`src/rtl/matmul_seq_if.sv`:
```
// rtl/matmul_seq_if.sv - operand memory read ports and result sink port of matmul_seq
interface matmul_seq_if #(
    parameter int DATA_WIDTH = 16,
    parameter int IDX_W      = 5,
    parameter int ACC_W      = 37
);
    logic                         a_rd_en;
    logic [IDX_W-1:0]             a_row;
    logic [IDX_W-1:0]             a_col;
    logic signed [DATA_WIDTH-1:0] a_rdata;
    logic                         b_rd_en;
    logic [IDX_W-1:0]             b_row;
    logic [IDX_W-1:0]             b_col;
    logic signed [DATA_WIDTH-1:0] b_rdata;
    logic                         c_wr_en;
    logic [IDX_W-1:0]             c_row;
    logic [IDX_W-1:0]             c_col;
    logic signed [ACC_W-1:0]      c_wdata;
    logic                         c_ready;

    modport master (
        output a_rd_en, a_row, a_col, b_rd_en, b_row, b_col,
        output c_wr_en, c_row, c_col, c_wdata,
        input  a_rdata, b_rdata, c_ready
    );

    modport slave (
        input  a_rd_en, a_row, a_col, b_rd_en, b_row, b_col,
        input  c_wr_en, c_row, c_col, c_wdata,
        output a_rdata, b_rdata, c_ready
    );
endinterface

```
`src/rtl/matmul_seq.sv`:
```
// rtl/matmul_seq.sv - sequential signed matrix multiply controller, one MAC lane time-shared over C
module matmul_seq #(
    parameter int DATA_WIDTH = 16,
    parameter int M          = 32,
    parameter int DIM_W      = $clog2(M) + 1,
    parameter int IDX_W      = $clog2(M),
    parameter int ACC_W      = 2 * DATA_WIDTH + $clog2(M)
) (
    input  logic             clk,
    input  logic             reset,
    input  logic             start,
    input  logic [DIM_W-1:0] rows,
    input  logic [DIM_W-1:0] cols,
    input  logic [DIM_W-1:0] cols2,
    output logic             busy,
    output logic             done,
    output logic             err,
    matmul_seq_if.master     mem
);
    typedef enum logic [2:0] {IDLE, RUN, DRAIN, WRITE, FIN} state_t;

    localparam logic [DIM_W-1:0] MAX_DIM = DIM_W'(M);
    localparam logic [DIM_W-1:0] ONE     = DIM_W'(1);

    state_t                       state;
    logic [DIM_W-1:0]             n_lat, m_lat, q_lat;
    logic [IDX_W-1:0]             i, j, k;
    logic                         rd_en;
    logic                         wr_en;
    logic signed [ACC_W-1:0]      acc;
    logic signed [ACC_W-1:0]      wdata;
    logic signed [2*DATA_WIDTH-1:0] prod;
    logic signed [ACC_W-1:0]      acc_next;
    logic                         illegal;
    logic                         last_k, last_i, last_j;

    assign illegal = (rows == '0) || (cols == '0) || (cols2 == '0) ||
                     (rows > MAX_DIM) || (cols > MAX_DIM) || (cols2 > MAX_DIM);

    // Operand data always belongs to the reads issued in the previous cycle.
    assign prod     = mem.a_rdata * mem.b_rdata;
    assign acc_next = acc + {{(ACC_W-2*DATA_WIDTH){prod[2*DATA_WIDTH-1]}}, prod};

    assign last_k = (DIM_W'(k) == m_lat - ONE);
    assign last_i = (DIM_W'(i) == n_lat - ONE);
    assign last_j = (DIM_W'(j) == q_lat - ONE);

    assign mem.a_rd_en = rd_en;
    assign mem.b_rd_en = rd_en;
    assign mem.a_row   = i;
    assign mem.a_col   = k;
    assign mem.b_row   = k;
    assign mem.b_col   = j;
    assign mem.c_wr_en = wr_en;
    assign mem.c_row   = i;
    assign mem.c_col   = j;
    assign mem.c_wdata = wdata;

    always_ff @(posedge clk) begin
        if (reset) begin
            state <= IDLE;
            n_lat <= '0;
            m_lat <= '0;
            q_lat <= '0;
            i     <= '0;
            j     <= '0;
            k     <= '0;
            rd_en <= 1'b0;
            wr_en <= 1'b0;
            acc   <= '0;
            wdata <= '0;
            busy  <= 1'b0;
            done  <= 1'b0;
            err   <= 1'b0;
        end else begin
            case (state)
                IDLE: begin
                    if (start) begin
                        n_lat <= rows;
                        m_lat <= cols;
                        q_lat <= cols2;
                        busy  <= 1'b1;
                        i     <= '0;
                        j     <= '0;
                        k     <= '0;
                        if (illegal) begin
                            state <= FIN;
                            done  <= 1'b1;
                            err   <= 1'b1;
                        end else begin
                            state <= RUN;
                            rd_en <= 1'b1;
                        end
                    end
                end
                RUN: begin
                    acc <= (k == '0) ? '0 : acc_next;
                    if (last_k) begin
                        rd_en <= 1'b0;
                        state <= DRAIN;
                    end else begin
                        k <= k + 1'b1;
                    end
                end
                DRAIN: begin
                    acc   <= acc_next;
                    wdata <= acc_next;
                    wr_en <= 1'b1;
                    state <= WRITE;
                end
                WRITE: begin
                    if (mem.c_ready) begin
                        wr_en <= 1'b0;
                        k     <= '0;
                        if (last_i && last_j) begin
                            done  <= 1'b1;
                            state <= FIN;
                        end else begin
                            if (last_j) begin
                                j <= '0;
                                i <= i + 1'b1;
                            end else begin
                                j <= j + 1'b1;
                            end
                            rd_en <= 1'b1;
                            state <= RUN;
                        end
                    end
                end
                FIN: begin
                    done  <= 1'b0;
                    err   <= 1'b0;
                    busy  <= 1'b0;
                    i     <= '0;
                    j     <= '0;
                    k     <= '0;
                    state <= IDLE;
                end
                default: state <= IDLE;
            endcase
        end
    end
endmodule

```
`src/flat_wrapper.sv`:
```
// flat-port wrapper written by rule: the top's interface ports become plain ports
module matmul_seq_flat 
#(
    parameter int DATA_WIDTH = 16,
    parameter int M          = 32,
    parameter int DIM_W      = $clog2(M) + 1,
    parameter int IDX_W      = $clog2(M),
    parameter int ACC_W      = 2 * DATA_WIDTH + $clog2(M)
)
  (clk, reset, start, rows, cols, cols2, busy, done, err, mem_a_rd_en, mem_a_row, mem_a_col, mem_b_rd_en, mem_b_row, mem_b_col, mem_c_wr_en, mem_c_row, mem_c_col, mem_c_wdata, mem_a_rdata, mem_b_rdata, mem_c_ready);
  matmul_seq_if #(.DATA_WIDTH(DATA_WIDTH), .IDX_W(IDX_W), .ACC_W(ACC_W)) mem_i ();
  input  logic clk;
  input  logic reset;
  input  logic start;
  input  logic [DIM_W-1:0] rows;
  input  logic [DIM_W-1:0] cols;
  input  logic [DIM_W-1:0] cols2;
  output logic busy;
  output logic done;
  output logic err;
  output wire logic [$bits(mem_i.a_rd_en)-1:0] mem_a_rd_en;
  output wire logic [$bits(mem_i.a_row)-1:0] mem_a_row;
  output wire logic [$bits(mem_i.a_col)-1:0] mem_a_col;
  output wire logic [$bits(mem_i.b_rd_en)-1:0] mem_b_rd_en;
  output wire logic [$bits(mem_i.b_row)-1:0] mem_b_row;
  output wire logic [$bits(mem_i.b_col)-1:0] mem_b_col;
  output wire logic [$bits(mem_i.c_wr_en)-1:0] mem_c_wr_en;
  output wire logic [$bits(mem_i.c_row)-1:0] mem_c_row;
  output wire logic [$bits(mem_i.c_col)-1:0] mem_c_col;
  output wire logic [$bits(mem_i.c_wdata)-1:0] mem_c_wdata;
  input wire logic [$bits(mem_i.a_rdata)-1:0] mem_a_rdata;
  input wire logic [$bits(mem_i.b_rdata)-1:0] mem_b_rdata;
  input wire logic [$bits(mem_i.c_ready)-1:0] mem_c_ready;
  assign mem_a_rd_en = mem_i.a_rd_en;
  assign mem_a_row = mem_i.a_row;
  assign mem_a_col = mem_i.a_col;
  assign mem_b_rd_en = mem_i.b_rd_en;
  assign mem_b_row = mem_i.b_row;
  assign mem_b_col = mem_i.b_col;
  assign mem_c_wr_en = mem_i.c_wr_en;
  assign mem_c_row = mem_i.c_row;
  assign mem_c_col = mem_i.c_col;
  assign mem_c_wdata = mem_i.c_wdata;
  assign mem_i.a_rdata = mem_a_rdata;
  assign mem_i.b_rdata = mem_b_rdata;
  assign mem_i.c_ready = mem_c_ready;
  matmul_seq #(.DATA_WIDTH(DATA_WIDTH), .M(M), .DIM_W(DIM_W), .IDX_W(IDX_W), .ACC_W(ACC_W)) u_core (.clk(clk), .reset(reset), .start(start), .rows(rows), .cols(cols), .cols2(cols2), .busy(busy), .done(done), .err(err), .mem(mem_i));
endmodule
```
`config.mk`:
```
export PLATFORM = sky130hd
export DESIGN_NAME = matmul_seq_flat
export DESIGN_NICKNAME = d
export VERILOG_FILES = /design/src/rtl/matmul_seq_if.sv /design/src/rtl/matmul_seq.sv /design/src/flat_wrapper.sv
export SDC_FILE = /design/constraint.sdc
export NUM_CORES = 1
export LEC_CHECK = 0
export CORE_AREA = 8 8 174 176
export DETAILED_ROUTE_END_ITERATION = 7
export DIE_AREA = 0 0 182 184
export DONT_BUFFER_PORTS = 1
export GPL_TIMING_DRIVEN = 0
export PLACE_DENSITY = 0.84
export REMOVE_ABC_BUFFERS = 1
export SLEW_MARGIN = 25
export SYNTH_ARGS = -nofsm -noshare
export SYNTH_HDL_FRONTEND = slang
export SYNTH_SLANG_ARGS = --single-unit
```
`constraint.sdc`:
```
create_clock -name clk -period 12.4 [get_ports clk]
set_clock_uncertainty 0.2 [all_clocks]
set_input_delay 3.72 -clock clk [delete_from_list [all_inputs] [get_ports clk]]
set_output_delay 3.72 -clock clk [all_outputs]
set_load 0.01 [all_outputs]
```
# After elaboration in Yosys (flattened, before gate mapping)

Cells that the tools add are included.

Multiplexer cells: 36
Multipliers: 1
Reduce and logical (&&, ||, !) cells: 27
Add/subtract/negate cells: 7
$lt $le $gt $ge: 3
Equal/unequal tests: 16

Operators with widths:

| operator                                         | number |
|---|---|
| one-hot mux 37 bit (2 select lines)              | 1 |
| two-way mux 5 bit                                | 9 |
| adder 37 bit                                     | 1 |
| two-way mux 37 bit                               | 1 |
| multiplier 16 x 16 -> 32 bit                     | 1 |
| one-hot mux 5 bit (3 select lines)               | 2 |
| one-hot mux 5 bit (4 select lines)               | 1 |
| == test 5 x 6 -> 1 bit                           | 3 |
| > comparator 6 bit, second input constant        | 3 |
| zero test 6 bit                                  | 3 |
| subtractor 6 x 1 -> 6 bit, second input constant | 3 |
| adder 5 x 1 -> 5 bit, second input constant      | 3 |
| two-way mux 3 bit                                | 5 |
| one-hot mux 3 bit (4 select lines)               | 1 |
| two-way mux 1 bit                                | 11 |
| != test 2 bit, second input constant             | 5 |
| AND reduction 5 bit                              | 2 |
| != test 2 x 1 -> 1 bit, second input constant    | 4 |
| AND reduction 4 bit                              | 2 |
| == test 3 x 2 -> 1 bit, second input constant    | 2 |
| one-hot mux 1 bit (2 select lines)               | 3 |
| one-hot mux 1 bit (3 select lines)               | 2 |
| AND reduction 2 bit                              | 3 |
| AND reduction 3 bit                              | 2 |
| other kinds (10)                                 | 17 |

Input bits: 54
Register bits: 115
Logic and storage cells: 104

# Depth between registers and ports, before layout

Depth in word-level cells: 9
Mapped depth: 36
Gate-level depth less buffers: 35

# Least setup slack after synthesis

Ideal clock, no wire load.

Path type: input to register
Start point: input port mem_b_rdata[1]
End point: register u_core.wdata[35] (netlist: u_core.mem.c_wdata[35])
Stages: 28
Arrival time: 11.265 ns
Path buffers: 1
Path slack: 0.813 ns
Cell sequence: clkbuf_1 -> nand2_1 -> fa_1 -> fa_1 -> fa_1 -> fa_1 -> inv_1 -> fa_1 -> fa_1 -> ha_1 -> o21ai_0 -> o211ai_1 -> o2111ai_1 -> a21oi_1 -> o31ai_2 -> or3_1 -> a311oi_2 -> nor2b_1 -> nor2b_1 -> xnor2_1 -> ha_1 -> a2111oi_0 -> a311oi_1 -> a211o_1 -> o41ai_4 -> o21ai_2 -> a31o_1 -> a311o_1

Cells in the longest elaborated chain, start to end: 2

Ends and longest elaborated chain:

| what                         | RTL line           | text |
|---|---|---|
| start, declared              | flat_wrapper.sv:32 | `input wire logic [$bits(mem_i.b_rdata)-1:0] mem_b_rdata;` |
| multiplier 16 x 16 -> 32 bit | matmul_seq.sv:41   | `assign prod = mem.a_rdata * mem.b_rdata;` |
| adder 37 bit                 | matmul_seq.sv:42   | `assign acc_next = acc + {{(ACC_W-2*DATA_WIDTH){prod[2*DATA_WIDTH-1]}}, prod};` |
| end signal, assigned         | matmul_seq.sv:107  | `wdata <= acc_next;` |
| end, declared                | matmul_seq.sv:31   | `logic signed [ACC_W-1:0] wdata;` |

Every way passes these cells.
A chain may end at the register's enable or synchronous reset.

# Worst setup path after layout

Start point: input port mem_b_rdata[4]
End point: register u_core.wdata[35] (netlist: u_core.mem.c_wdata[35])

The elaborated chain is that of the path after synthesis.

==> results.cfg <==
[timing]
period_minus_slack_ns = 11.72
finalCritPeriodShare = 0.945
max_freq_ghz = 0.0853
rsz0062_at_grt = no
setup_slack_ns = 0.678
tightestPinTransition_ns = 0.818
finalSetupViolCount = 0
hold_violations = 0
slew_violations = 0
relSlewSlack = 0.453
setup_tns_ns = 0

[routing]
ant_nets = 0
drt_iter0_drc = 784
route.detailed.drc = 0
wl_mm = 37.1
vias = 12400
firstDrtPassIters = 6
routed_via_density = 5.69
wire_per_inst_um = 17.0

[synth]
synth.largest_area_cell = fa_1
async_flop_share = 0
syn_inst = 1893
synth_seq_cells = 115
synth.top_cells.by_area = fa_1 (32%), dfxtp_1 (14%), ha_1 (9.7%)
synth_area_mm2 = 0.0163
synth_top_area_frac = 0.323
ys.flop_type = dfxtp_1
synth_edf_count = 0
yosysWarnings = 0
yosysSeqAreaShare = 0.141
synth.avg_cell_area_um2 = 8.61
ys_types = 67

[run]
maxCapViolCount = 0

[floorplanning]
fp.dieH_um = 184
core_mm2 = 0.0275
num_rows = 61
start_util = 0.593
io_pins = 127
die_x_um = 182
dieArea_mm2 = 0.0335

[clock_network]
path_clk_slew_ns = 0.06
cts_tree = done
numCtsBuffers = 17
cts_root_buffer = clkbuf_16
postCtsHoldBufs = 0
cts_max_level = 4
cts-resized-gates = 0
clk_latency_ns = 0.42
cts_sinks = 115
ctsLongestPathBuffers = 2
cts_setup_buffers = 0

[placed_design]
port_buffers = 0
dpl.hpwl_mm = 29.5
place_ws_ns = 0.327
place.gp.congestion = 0.920

[min_path]
hold_start = u_core.n_lat[1]$_SDFFE_PP0P_
min_to = u_core.n_lat[1]$_SDFFE_PP0P_
hp-class = flop to flop
hold_depth = 2

[global_route]
grt.overflow.total = 0
grt_antenna_before_repair = 0
grt.total_usage = 0.231
grt_pass1_vias = 13000
grt_pass1_wl_mm = 63.5
grt_max_degree = 111

[final_layout]
diodes = 0
multi_input_area_mm2 = 0.0125
drive_gt1_frac = 0.0283
nNetsFinal = 2269
final-seq-area_mm2 = 0.00230
area_growth_pct = 4.68
fillCellCount = 2220

[critical_path]
cp-start-kind = input port
cp.required_ns = 12.56
worstSetupPathType = input port to flop
worst_r2r_endpoint = u_core.acc[36]$_SDFFE_PP0P_
cp.arrival_ns = 11.88
end_kind = flop
r2r-start = u_core.acc[0]$_SDFFE_PP0P_
cpMaxStageDelayCell = a2111oi_0
rr_worst_depth = 13
crit_top_cell = fa_1
crit_fanout = 16
r2r_slack_ns = 8.88
cp_slowest_stage_delay_ns = 0.63

[status]
status = finished, final reports clean
-- critical path, delay by kind of cell --
kind / cells / cell delay [ns]
simple gates: 5 / 1.00
fa+ha+maj: 8 / 3.72
buf+inv: 2 / 0.11
compound gates: 13 / 3.20
xor+xnor: 1 / 0.12
-- state kept, by name (all words and copies together), names as in the netlist, 3 cells and up --
signal,cells
u_core.acc,37
u_core.mem.c_wdata,37
u_core.m_lat,6
u_core.n_lat,6
u_core.q_lat,6
u_core.mem.a_col,5
u_core.mem.a_row,5
u_core.mem.b_col,5
u_core.state,3
-- layer usage --
| layer | vias to the layer above | part of all wire | track usage |
|---|---|---|---|
| met4 | 0 | 0.024 | 0.0807 |
| met3 | 79 | 0.072 | 0.0451 |
| met2 | 428 | 0.49 | 0.389 |
| li1 | 5829 | - | - |
| met1 | 6104 | 0.41 | 0.293 |
| met5 | - | 0 | 0 |
-- cell usage after synthesis, types with 6 or more instances --
cell type	instances
and2_1	128
a21oi_1	108
a211oi_1	12
buf_4	16
and3_1	6
xnor2_1	69
nand4_1	10
o21ai_0	31
nor3_1	25
inv_1	310
a31oi_1	6
nor2_1	106
a21o_1	23
fa_1	263
nand2_1	261
xor2_1	33
clkbuf_1	68
nor2b_1	11
a22oi_1	37
o21a_1	11
nand2b_1	16
nand3_1	17
ha_1	126
dfxtp_1	115
o21bai_1	8
-- layout make-up --
| class | instances | share of cell area |
|---|---|---|
| clock buffer | 20 | 0.0268 |
| inverter | 310 | 0.0682 |
| clock inverter | 12 | 0.0105 |
| tap | 346 | 0.0254 |
| timing repair buffer | 3 | 0.00396 |
| multi-input combinational | 1379 | 0.730 |
| sequential | 115 | 0.135 |
-- per-stage QoR --
| stage | std cells | cell area [µm²] | util | hold slack [ns] |
|---|---|---|---|---|
| 3_3_place_gp | 2150 | 16300 | 0.595 | 0.252 |
| 5_1_grt | 2185 | 17100 | 0.621 | 0.284 |
| 4_1_cts | 2185 | 17100 | 0.621 | 0.263 |
| 2_1_floorplan | 1804 | 15900 | - | 0.239 |
| 3_5_place_dp | 2153 | 16400 | 0.598 | 0.257 |
| 6_report | 2185 | 17100 | 0.621 | 0.270 |
-- layout by cell type (no fill, tap or decap), drive strengths merged, types with 4 or more instances in the layout --
| cell | netlist | final |
|---|---|---|
| clkinv | 0 | 4 |
| nor3 | 25 | 25 |
| nor2 | 106 | 106 |
| a211o | 4 | 4 |
| o21a | 11 | 11 |
| clkbuf | 68 | 20 |
| a21o | 23 | 23 |
| a31oi | 6 | 6 |
| fa | 263 | 263 |
| or4 | 5 | 5 |
| nor2b | 11 | 11 |
| a21oi | 108 | 108 |
| inv | 310 | 311 |
| or3 | 4 | 4 |
| mux2i | 4 | 4 |
| and3 | 6 | 6 |
| and2 | 128 | 128 |
| nand3 | 17 | 17 |
| nand4 | 10 | 10 |
| o31ai | 4 | 4 |
| a22oi | 37 | 37 |
| a211oi | 14 | 14 |
| o21bai | 8 | 8 |
| xor2 | 33 | 33 |
| xnor2 | 69 | 69 |
| o21ai | 34 | 34 |
| or2 | 4 | 4 |
| ha | 126 | 126 |
| dfxtp | 115 | 115 |
| o211ai | 4 | 4 |
| bufinv | 0 | 4 |
| nand2b | 16 | 16 |
| nand2 | 261 | 261 |
| nor4 | 4 | 4 |
-- worst max-delay path by stage --
stage,depth (start not counted),start,end
6_report,29,mem_b_rdata[4],u_core.mem.c_wdata[35]$_SDFFE_PP0P_
5_1_grt,29,mem_b_rdata[4],u_core.mem.c_wdata[35]$_SDFFE_PP0P_
4_1_cts,29,mem_b_rdata[4],u_core.mem.c_wdata[35]$_SDFFE_PP0P_
3_5_place_dp,29,mem_b_rdata[4],u_core.mem.c_wdata[35]$_SDFFE_PP0P_
3_3_place_gp,28,mem_b_rdata[4],u_core.mem.c_wdata[35]$_SDFFE_PP0P_
2_1_floorplan,28,mem_b_rdata[4],u_core.mem.c_wdata[35]$_SDFFE_PP0P_
-- kinds of logic (layout without fill, tap and decap cells) --
| kind of cell | Yosys count | after routing | share of synthesized area |
|---|---|---|---|
| buffers and inverters | 399 | 345 | 0.0957 |
| AOI/OAI and AO/OA | 279 | 279 | 0.111 |
| DFF | 115 | 115 | 0.141 |
| xor gates and xnor gates | 102 | 102 | 0.0548 |
| and+or+nand+nor | 605 | 605 | 0.175 |
| muxes | 4 | 4 | 0.00246 |
| adders and majority gates | 389 | 389 | 0.420 |
Power is left out: the tool's default activity adds up to more than one toggle a clock period on the data nets, which glitch-free logic cannot reach.
==> variant 1, RTL diff (config.mk and constraints unchanged) <==
The 5 states of `state_t` get a one-hot encoding in 5 bits.
--- a/src/rtl/matmul_seq.sv
+++ b/src/rtl/matmul_seq.sv
@@ -17,7 +17,7 @@
     output logic             err,
     matmul_seq_if.master     mem
 );
-    typedef enum logic [2:0] {IDLE, RUN, DRAIN, WRITE, FIN} state_t;
+    typedef enum logic [4:0] {IDLE = 5'b00001, RUN = 5'b00010, DRAIN = 5'b00100, WRITE = 5'b01000, FIN = 5'b10000} state_t;
 
     localparam logic [DIM_W-1:0] MAX_DIM = DIM_W'(M);
     localparam logic [DIM_W-1:0] ONE     = DIM_W'(1);
Formal check against the unedited RTL: same outputs for any inputs over 4 cycles, from zero or initial values and one cycle with reset high; so few cycles prove little.
==> variant 1 against the unedited design <==
  * Cell area grew 0.51%
  * Worst hold slack lost 1.8 ps
  * Count of clock-buffer cells in the layout shrank 1
  * Sequential share of layout area grew 0.17 points
  * Wire length grew 2.0%
  * Critical path depth shrank 1
  * Synthesized area grew 0.60%
  * Worst setup slack lost 250 ps
  * Sequential cell count grew 2
  * First-iteration DRC count grew 16%
  * Critical endpoint is now u_core.mem.c_wdata[36]
  * Largest cell class unchanged
  * Highest routed layer unchanged
Power is left out: the tool's default activity adds up to more than one toggle a clock period on the data nets, which glitch-free logic cannot reach.
==> variant 1: results <==
outcome:
  status: "finished clean"
finish:
  n_antenna_cell: 0
  n_fill_cell: 2205
  drive_gt1_share_pct: 2.68
  nets: 2298
routing:
  dr.first_iter.drc_count: 910
  routed_wl_um: 37900
  dr_total_vias: 12714
  firstDrtPassIters: 5
  final_antenna_net_count: 0
min_path:
  min_path_type: "register to register"
  min-delay-start: "u_core.acc[18]"
setup_path:
  crit_start: "mem_b_rdata[4]"
  cpPeakStageDelay_ps: 560
  cp_slowest_cell: "fa_1"
  critPathMaxFanout: 16
  arrival_ps: 12130
global_routing:
  grt_pass1_wl_um: 65400
  grt_antenna_before_repair: 0
  grt.total_usage_pct: 23.4
  grt_max_degree: 113
  grt_pass1_vias: 13543
placed_design:
  io_buffers: 0
  dpl-instance-area_um2: 16600
  gp_congestion: 0.929
  dp_hpwl_um: 29900
clock_network:
  clk_pin_slew_ps: 60
  clk_path_buf_depth: 2
yosys:
  yosys_warnings: 0
  yosys-top-cells-area: "fa_1, dfxtp_1, ha_1"
  async_flop_share_pct: 0
  ys_types: 63
  synth_commonest_cells: "inv_1, fa_1, nand2_1, and2_1, ha_1"
  yosysSeqAreaShare_pct: 14.3
sta:
  tightest_slew_ps: 737
[variant 1: changes by cell type after synthesis, moves of 6 or more]
cell | unedited run | this run
a21oi_1 | 108 | 117
xnor2_1 | 69 | 58
a211oi_1 | 12 | 5
nor3_1 | 25 | 19
nand3_1 | 17 | 24
o21ai_0 | 31 | 42
nor2_1 | 106 | 120
[variant 1: metrics by stage]
step	hold slack [ps]	cells	setup slack, ps	utilization, %
global route	285	2213	153	62.4
CTS	266	2213	373	62.4
finish	268	2213	430	62.4
global placement	241	2178	28.6	59.9
floorplan	235	1832	990	-
detailed placement	259	2182	4.01	60.2
[variant 1: timing repair]
action,4_1_cts,5_1_grt
buffers inserted,0,0
gates resized for setup,0,1
endpoints found under the setup margin,0,2
[variant 1: cells by family after synthesis]
family	synth area share [%]
AOI/OAI and AO/OA	11.5
DFF	14.3
muxes	0.122
xor gates and xnor gates	5.13
adders and majority gates	41.7
buffers and inverters	9.34
and+or+nand+nor	17.9
[variant 1: final cells by class]
cell class / instances / area [µm²] / area share [%]
inverter: 307 / 1150 / 6.72
clock buffer: 19 / 443 / 2.58
clock inverter: 12 / 155 / 0.904
timing repair buffer: 4 / 81.3 / 0.474
sequential: 117 / 2340 / 13.7
tap: 346 / 433 / 2.52
multi-input combinational: 1408 / 12500 / 73.1
[variant 1: worst paths after layout]
path | slack (ps) | end | depth (start not counted)
worst max-delay path | 430 | u_core.mem.c_wdata[36] | 28
worst min-delay path | 270 | u_core.acc[18] | 2
worst min register to register | 270 | u_core.acc[18] | 2
worst max register to register | 8550 | u_core.mem.c_wdata[36] | 12
[variant 1: metal layers]
metal  track usage, %  up-vias  wire length [µm]
met5                0        -                 0
met4             7.12        0               760
met3             5.38       75              3250
met2             40.4      487             18700
met1             29.0     6231             15200
li1                 -     5921                 -
==> variant 2, RTL diff (config.mk and constraints unchanged) <==
Without the edit above. `M` is set to 32 in 2 places; all go to 64.
--- a/src/rtl/matmul_seq.sv
+++ b/src/rtl/matmul_seq.sv
@@ -1,7 +1,7 @@
 // rtl/matmul_seq.sv - sequential signed matrix multiply controller, one MAC lane time-shared over C
 module matmul_seq #(
     parameter int DATA_WIDTH = 16,
-    parameter int M          = 32,
+    parameter int M          = 64,
     parameter int DIM_W      = $clog2(M) + 1,
     parameter int IDX_W      = $clog2(M),
     parameter int ACC_W      = 2 * DATA_WIDTH + $clog2(M)
--- a/src/flat_wrapper.sv
+++ b/src/flat_wrapper.sv
@@ -2,7 +2,7 @@
 module matmul_seq_flat 
 #(
     parameter int DATA_WIDTH = 16,
-    parameter int M          = 32,
+    parameter int M          = 64,
     parameter int DIM_W      = $clog2(M) + 1,
     parameter int IDX_W      = $clog2(M),
     parameter int ACC_W      = 2 * DATA_WIDTH + $clog2(M)
Interface: changed (10 resized); port bits go from 127 to 137. No check against the original RTL was run, so the function may have changed too.
==> variant 2 against the unedited design <==
  * Sequential cell count is 8 higher
  * Wire length is 5.3% higher
  * Worst setup slack worse by 210 ps
  * Cell area is 2.0% higher
  * Critical path depth is 5 higher
  * Fmax is 1.8% lower
  * Synthesized area is 2.5% higher
  * Via count is 3.9% higher
  * Synthesized cell count is 2.7% higher
  * Global-route usage is 1.3 points higher
  * Final cell count is 2.2% higher
  * Critical endpoint is now u_core.acc[36]
Power is not shown: default switching activity piles up to over one toggle a cycle in this logic, so the estimate is an artifact.
==> variant 2: results <==
outcome:
  status: "finished clean"
routing:
  dr_total_vias: 12923
  viasPerCell: 5.79
  dr.first_iter.drc_count: 862
  firstDrtPassIters: 5
  routed-wl-met2_um: 19100
  dr_wl_met3_um: 2970
  routed_wl_um: 39100
finish:
  clkbuf_count: 18
  buf_share_pct: 0.316
  drive_gt1_share_pct: 2.86
  n_fill_cell: 2204
  inv_count: 305
  multi_input_cells: 1424
  seq_area_share_pct: 14.1
  seq_area_um2: 2460
  nets: 2321
  n_all_buffers: 2
setup_path:
  cp_slowest_cell: "fa_1"
  arrival_ps: 12050
  cpPeakStageDelay_ps: 530
  reg2reg_to: "u_core.mem.c_wdata[26]"
  rrSetupSlack_ps: 8870
yosys:
  ys_types: 65
  synthCells: 1945
  yosysSeqAreaShare_pct: 14.7
  synth_commonest_cells: "inv_1, nand2_1, fa_1, ha_1, dfxtp_1"
  yosys-top-cells-area: "fa_1, dfxtp_1, ha_1"
  yosys_warnings: 0
sta:
  fin_ws_ps: 467
  tightest_slew_ps: 798
global_routing:
  use_met2_pct: 41.7
  grt_pass1_wl_um: 67000
  grt_util_met3_pct: 5.55
  grt.met1_usage_pct: 29.4
  grt.total_usage_pct: 24.3
  grt_pass1_vias: 13848
  grt_max_degree: 118
min_path:
  min-delay-start: "u_core.acc[33]"
  whs_endpoint: "u_core.acc[33]"
placed_design:
  dp_hpwl_um: 30500
  post-place-cells: 2200
  place_ws_ps: 156
  gp_congestion: 0.917
  io_buffers: 0
floorplan:
  nWellTaps: 346
clock_network:
  insertion_delay_ps: 420
==> variant 2: cell count changes after synthesis, moves of 6 or more <==
cell	unedited run	this run
and2_1	128	120
a21o_1	23	33
nor3_1	25	19
o21ai_0	31	41
xor2_1	33	42
dfxtp_1	115	123
a21oi_1	108	120
nor2_1	106	112
nand2_1	261	270
==> variant 2: worst max path at each step <==
stage / from / to / depth (start not counted)
finish: mem_a_rdata[5] / u_core.acc[36] / 34
global route: mem_b_rdata[4] / u_core.acc[36] / 34
CTS: mem_a_rdata[5] / u_core.acc[36] / 34
detailed placement: mem_b_rdata[4] / u_core.acc[36] / 34
global placement: mem_a_rdata[5] / u_core.acc[36] / 34
floorplan: mem_b_rdata[4] / u_core.acc[36] / 34
==> variant 2: cells by family after synthesis <==
kind of cell	count (synthesis)	share of synthesized area, %
compound gates	302	11.4
xor+xnor	110	5.76
fa+ha+maj	391	41.1
buf+inv	398	9.38
flops	123	14.7
mux	4	0.247
simple gates	617	17.4
